### src/rtl/adder_pkg.sv
// Shared constants, types and configuration check for the pipelined add/subtract unit.
package adder_pkg;

    localparam int unsigned DEFAULT_WIDTH  = 32;
    localparam int unsigned DEFAULT_STAGES = 4;

    // Narrow per-stage control that travels with each operation. The wide
    // operand/partial-sum fields scale with WIDTH, so the top wraps this in
    // its own payload struct.
    typedef struct packed {
        logic carry;      // carry out of the most recently computed chunk
        logic op_sub;     // operation kind, kept for visibility down the pipe
        logic a_msb;      // sign of operand A
        logic b_eff_msb;  // sign of the effective (possibly inverted) operand B
    } stage_ctrl_t;

    // True when WIDTH splits evenly into STAGES chunks of at least one bit.
    function automatic bit cfg_ok(int unsigned width, int unsigned stages);
        return (stages >= 1) && (stages <= width) && ((width % stages) == 0);
    endfunction

endpackage

### src/rtl/add_chunk.sv
// Combinational WIDTH-bit adder slice with carry in and carry out.
module add_chunk #(
    parameter int unsigned WIDTH = 8
) (
    input  logic [WIDTH-1:0] a,
    input  logic [WIDTH-1:0] b,
    input  logic             ci,
    output logic [WIDTH-1:0] s,
    output logic             co
);

    assign {co, s} = {1'b0, a} + {1'b0, b} + {{WIDTH{1'b0}}, ci};

endmodule

### src/rtl/pipe_adder.sv
// Pipelined add/subtract unit: one CHUNK-wide carry-chained slice per stage,
// valid/ready handshake on both sides, one operation per cycle.
module pipe_adder
    import adder_pkg::*;
#(
    parameter int unsigned WIDTH  = DEFAULT_WIDTH,
    parameter int unsigned STAGES = DEFAULT_STAGES
) (
    input  logic             clk,
    input  logic             rst,
    input  logic             in_valid,
    output logic             in_ready,
    input  logic [WIDTH-1:0] ain,
    input  logic [WIDTH-1:0] bin,
    input  logic             cin,
    input  logic             op_sub,
    output logic             out_valid,
    input  logic             out_ready,
    output logic [WIDTH-1:0] sum,
    output logic             cout,
    output logic             ovf
);

    localparam int unsigned CHUNK = WIDTH / STAGES;

    if (!cfg_ok(WIDTH, STAGES)) begin : g_bad_cfg
        $fatal(1, "pipe_adder: WIDTH must be a multiple of STAGES and STAGES >= 1");
    end

    // a_rem/b_rem keep the full operands; only chunks at and above the current
    // stage are still needed. psum fills in one chunk per stage from the bottom.
    typedef struct packed {
        logic [WIDTH-1:0] a_rem;
        logic [WIDTH-1:0] b_rem;
        logic [WIDTH-1:0] psum;
        stage_ctrl_t      ctrl;
    } payload_t;

    payload_t          in_payload;
    payload_t          res    [STAGES];
    payload_t          pipe_q [STAGES];
    logic [STAGES-1:0] valid_q;
    logic [STAGES-1:0] valid_d;
    logic              advance;
    logic              in_fire;

    // Whole pipeline moves as one; a stalled output freezes every stage.
    assign out_valid = valid_q[STAGES-1];
    assign advance   = !out_valid || out_ready;
    assign in_ready  = advance && !rst;
    assign in_fire   = in_valid && in_ready;

    // Subtraction becomes A + ~B + !cin, so every stage is a plain adder.
    always_comb begin
        in_payload                = '0;
        in_payload.a_rem          = ain;
        in_payload.b_rem          = op_sub ? ~bin : bin;
        in_payload.psum           = '0;
        in_payload.ctrl.carry     = op_sub ? ~cin : cin;
        in_payload.ctrl.op_sub    = op_sub;
        in_payload.ctrl.a_msb     = ain[WIDTH-1];
        in_payload.ctrl.b_eff_msb = op_sub ^ bin[WIDTH-1];
    end

    for (genvar k = 0; k < STAGES; k++) begin : g_stage
        payload_t         src;
        payload_t         stage_out;
        logic [CHUNK-1:0] s_chunk;
        logic             c_out;

        if (k == 0) begin : g_head
            assign src = in_payload;
        end else begin : g_body
            assign src = pipe_q[k-1];
        end

        add_chunk #(
            .WIDTH(CHUNK)
        ) u_add (
            .a (src.a_rem[k*CHUNK +: CHUNK]),
            .b (src.b_rem[k*CHUNK +: CHUNK]),
            .ci(src.ctrl.carry),
            .s (s_chunk),
            .co(c_out)
        );

        // Insert this stage's sum chunk and pass its carry on to the next stage.
        always_comb begin
            stage_out            = src;
            stage_out.psum       = src.psum | (WIDTH'(s_chunk) << (k * CHUNK));
            stage_out.ctrl.carry = c_out;
        end

        assign res[k] = stage_out;
    end

    // Next valid vector: new beat enters stage 0, everything else shifts down.
    always_comb begin
        valid_d    = '0;
        valid_d[0] = in_fire;
        for (int unsigned k = 1; k < STAGES; k++) begin
            valid_d[k] = valid_q[k-1];
        end
    end

    // Stage valids: cleared by reset, shifted only on advance so bubbles stay put.
    always_ff @(posedge clk) begin
        if (rst) begin
            valid_q <= '0;
        end else if (advance) begin
            valid_q <= valid_d;
        end
    end

    // Payload moves with the valids; no reset since outputs are masked by out_valid.
    always_ff @(posedge clk) begin
        if (advance) begin
            pipe_q <= res;
        end
    end

    assign sum  = out_valid ? pipe_q[STAGES-1].psum : '0;
    assign cout = out_valid && pipe_q[STAGES-1].ctrl.carry;
    assign ovf  = out_valid
               && (pipe_q[STAGES-1].ctrl.a_msb == pipe_q[STAGES-1].ctrl.b_eff_msb)
               && (pipe_q[STAGES-1].psum[WIDTH-1] != pipe_q[STAGES-1].ctrl.a_msb);

endmodule

### config.mk
export PLATFORM = sky130hd
export DESIGN_NAME = pipe_adder
export DESIGN_NICKNAME = d
export VERILOG_FILES = /design/src/rtl/adder_pkg.sv /design/src/rtl/add_chunk.sv /design/src/rtl/pipe_adder.sv
export SDC_FILE = /design/constraint.sdc
export NUM_CORES = 1
export LEC_CHECK = 0
export ABC_AREA = 1
export BUFFER_PORTS_ARGS = -buffer_cell sky130_fd_sc_hd__buf_2
export CAP_MARGIN = 20
export CORE_MARGIN = 4
export CORE_UTILIZATION = 35
export DETAILED_ROUTE_END_ITERATION = 6
export GPL_TIMING_DRIVEN = 0
export PLACE_DENSITY_LB_ADDON = 0.15
export SKIP_CTS_REPAIR_TIMING = 1
export SYNTH_ARGS = -nofsm -noshare
export SYNTH_HDL_FRONTEND = slang
export SYNTH_SLANG_ARGS = --single-unit
### constraint.sdc
create_clock -name clk -period 6 [get_ports clk]
set_clock_uncertainty 0.1 [all_clocks]
set_input_delay 0 -clock clk [delete_from_list [all_inputs] [get_ports clk]]
set_output_delay 0 -clock clk [all_outputs]
set_load 0.02 [all_outputs]
==> reports/metrics.yaml <==
crit_type: "reg -> reg"
critPathTopFamily: "buffers and inverters"
hold_violations: 0
start_util_pct: 35.60
netlist_area_mm2: 0.007769
coreArea_mm2: 0.02182
endpoint_kind: "flop"
slowest_delay_ps: 560
avgSynthCellArea_um2: 13.90
slowest_stage: "dlygate4sd3_1"
status: "completed"
fmax_ghz: 0.4604
cp_max_fo: 7
numClockSinks: 186
netlist_instances: 559
drtIter0Drc: 221
rows: 54
dpl.hpwl_um: 8169
synthToLayoutAreaGrowth_pct: 26.77
seq_area_frac_synth_pct: 71.38
clk_latency_ps: 430
first_pass_iters: 5
worst_ep_required_time_ps: 6270
grt_usage_pct: 10.20
cp-startpoint: "valid_q[3]$_SDFFE_PP0N_"
wl_um: 12310
die_h_um: 157.0
wl_per_cell_um: 11.88
drive_gt1_share_pct: 21.32
critical_path_depth: 7
gp_congestion: 0.8629
first_global_vias: 4028
endpoint: "valid_q[0]$_SDFFE_PP0N_"
die_x_um: 157.0
rsz0062_at_grt: "false"
synth_cell_types: 27
start_kind: "flop"
r2r-end: "valid_q[0]$_SDFFE_PP0N_"
ant_nets: 0
antenna_found_initial: 0
slew_viol_final: 0
overflow: 0
path_buf_inv: 4
setup_viol: 0
hold_path_class: "in -> reg"
dr_total_vias: 4310
yosys_warnings: 0
clock-root-buffer: "clkbuf_16"
grt_pass1_wl_um: 19240
final_nets: 848
r2r_start: "valid_q[3]$_SDFFE_PP0N_"
fillers: 1956
vias_per_cell: 4.160
drv_cap: 0
cts_max_path_buffers: 2
min_period_over_period_pct: 36.20
io_buffers: 104
cellPowerDensity_mw_per_mm2: 336.9
cts_htree_levels: 4
r2r_slack_ps: 3830
grt_start_max_net_pins: 131
path_cells: "buf_4 > inv_4 > nor2_8 > o21ai_1 > dlygate4sd3_1 > a21oi_1 > dlygate4sd3_1"
cts_buffers: 17
num_io_pins: 106
path_clk_slew_ps: 70
period_needed_ps: 2172
cts_tree: "yes"
ir_drop_mv: 0.1314
tightest_slew_ps: 678.5
die_area_mm2: 0.02464
r2r_cells: 7
cp.arrival_ps: 2440
slew_headroom_pct: 54.77
cp_common_cell: "dlygate4sd3_1"
p_leak_uw: 0.004535
ys_seq_elements: 186
syn_nets: 665
fin_ws_ps: 3828
hold_ws_ps: 0.6627
place_ws_ps: 3921
finalSetupTns_ps: 0
drc: 0
==> worst min-delay path by stage <==
stage          startpoint                      endpoint  slack (ps)  cells after the start
6_report           ain[4]   g_stage[1].src[8]$_DFFE_PN_         0.7                      3
5_1_grt            ain[4]   g_stage[1].src[8]$_DFFE_PN_          10                      3
4_1_cts           ain[18]  g_stage[1].src[86]$_DFFE_PN_        -390                      1
3_5_place_dp      ain[11]  g_stage[1].src[79]$_DFFE_PN_          80                      1
3_3_place_gp      ain[10]  g_stage[1].src[78]$_DFFE_PN_          80                      1
2_1_floorplan         rst       valid_q[3]$_SDFFE_PP0N_         -30                      1
==> Yosys cell counts, drive strengths merged <==
library cell,n,area [um2]
edfxtp,182,5465
nand2,133,504.2
inv,83,316.6
xor2,34,297.8
ha,28,350.3
nand3,18,100.1
a21oi,17,107.6
nor2,14,68.82
xnor2,11,96.34
buf,8,63.80
fa,8,160.2
or2,8,60.05
nand3b,6,70.07
dfxtp,4,80.08
o21ai,3,15.01
nor3,1,5.000
o21a,1,7.510
==> worst reg2reg max path, delay by kind of cell (launching register included) <==
kind,cells,cell delay [ps]
flops,1,330
simple gates,1,150
compound gates,2,190
buf+inv,4,1350
==> power by group <==
part | total, uW | switching (uW) | internal, uW
clock | 1090 | 505 | 590
combinational | 401 | 215 | 186
sequential | 1820 | 68.7 | 1750
==> state kept, by name, indices dropped and copies added (netlist names) <==
| register | flops |
|---|---|
| pipe_q | 35 |
| g_stage.src | 147 |
| valid_q | 4 |
==> cell usage in the layout (no fill, tap or decap), types with 3 or more instances in the layout <==
cell	count
clkbuf_16	17
buf_2	107
or2_4	4
dlygate4sd3_1	59
a21oi_1	13
nor2_1	13
inv_1	81
nand2_1	131
nand3b_1	4
a21oi_2	3
inv_8	4
nand3_1	16
xnor2_1	11
dfxtp_1	4
or2_1	4
inv_6	5
buf_6	3
fa_1	8
ha_1	28
edfxtp_1	182
xor2_1	34
o21ai_1	3
==> cell type report <==
cell class	count	area, um2	area share, %
clock inverter	15	157.7	1.601
clock buffer	17	425.4	4.320
timing repair buffer	164	1139	11.56
tap	280	350.3	3.557
antenna	1	2.502	0.02541
inverter	83	321.6	3.265
buffer	8	63.81	0.6479
multi-input combinational	282	1843	18.71
sequential	186	5545	56.31
==> per-layer routing <==
layer	part of all wire, %	wire length, um	global-route usage (%)	vias up
met5	0	0	0	-
met4	1.4	173	3.884	0
met3	4.6	561	3.794	10
met2	53	6512	17.52	66
met1	41	5058	11.63	1994
li1	-	-	-	2240
==> through the flow <==
step	power, uW	cell area [um2]	std cells	util (%)
3_5_place_dp	2227	8672	944	39.74
3_3_place_gp	2212	8640	943	39.59
4_1_cts	3335	9255	976	42.41
6_report	3318	9848	1036	45.13
2_1_floorplan	2111	7769	559	-
5_1_grt	3503	9846	1035	45.12
==> kinds of logic after synthesis <==
logic type | synth area share [%]
AO/OA/AOI/OAI | 1.675
AND/OR/NAND/NOR | 10.40
buffers and inverters | 4.896
adder cells (fa/ha/maj) | 6.571
flip-flops | 71.38
XOR/XNOR | 5.073
No activity file was read; power rests on OpenSTA's default activity.
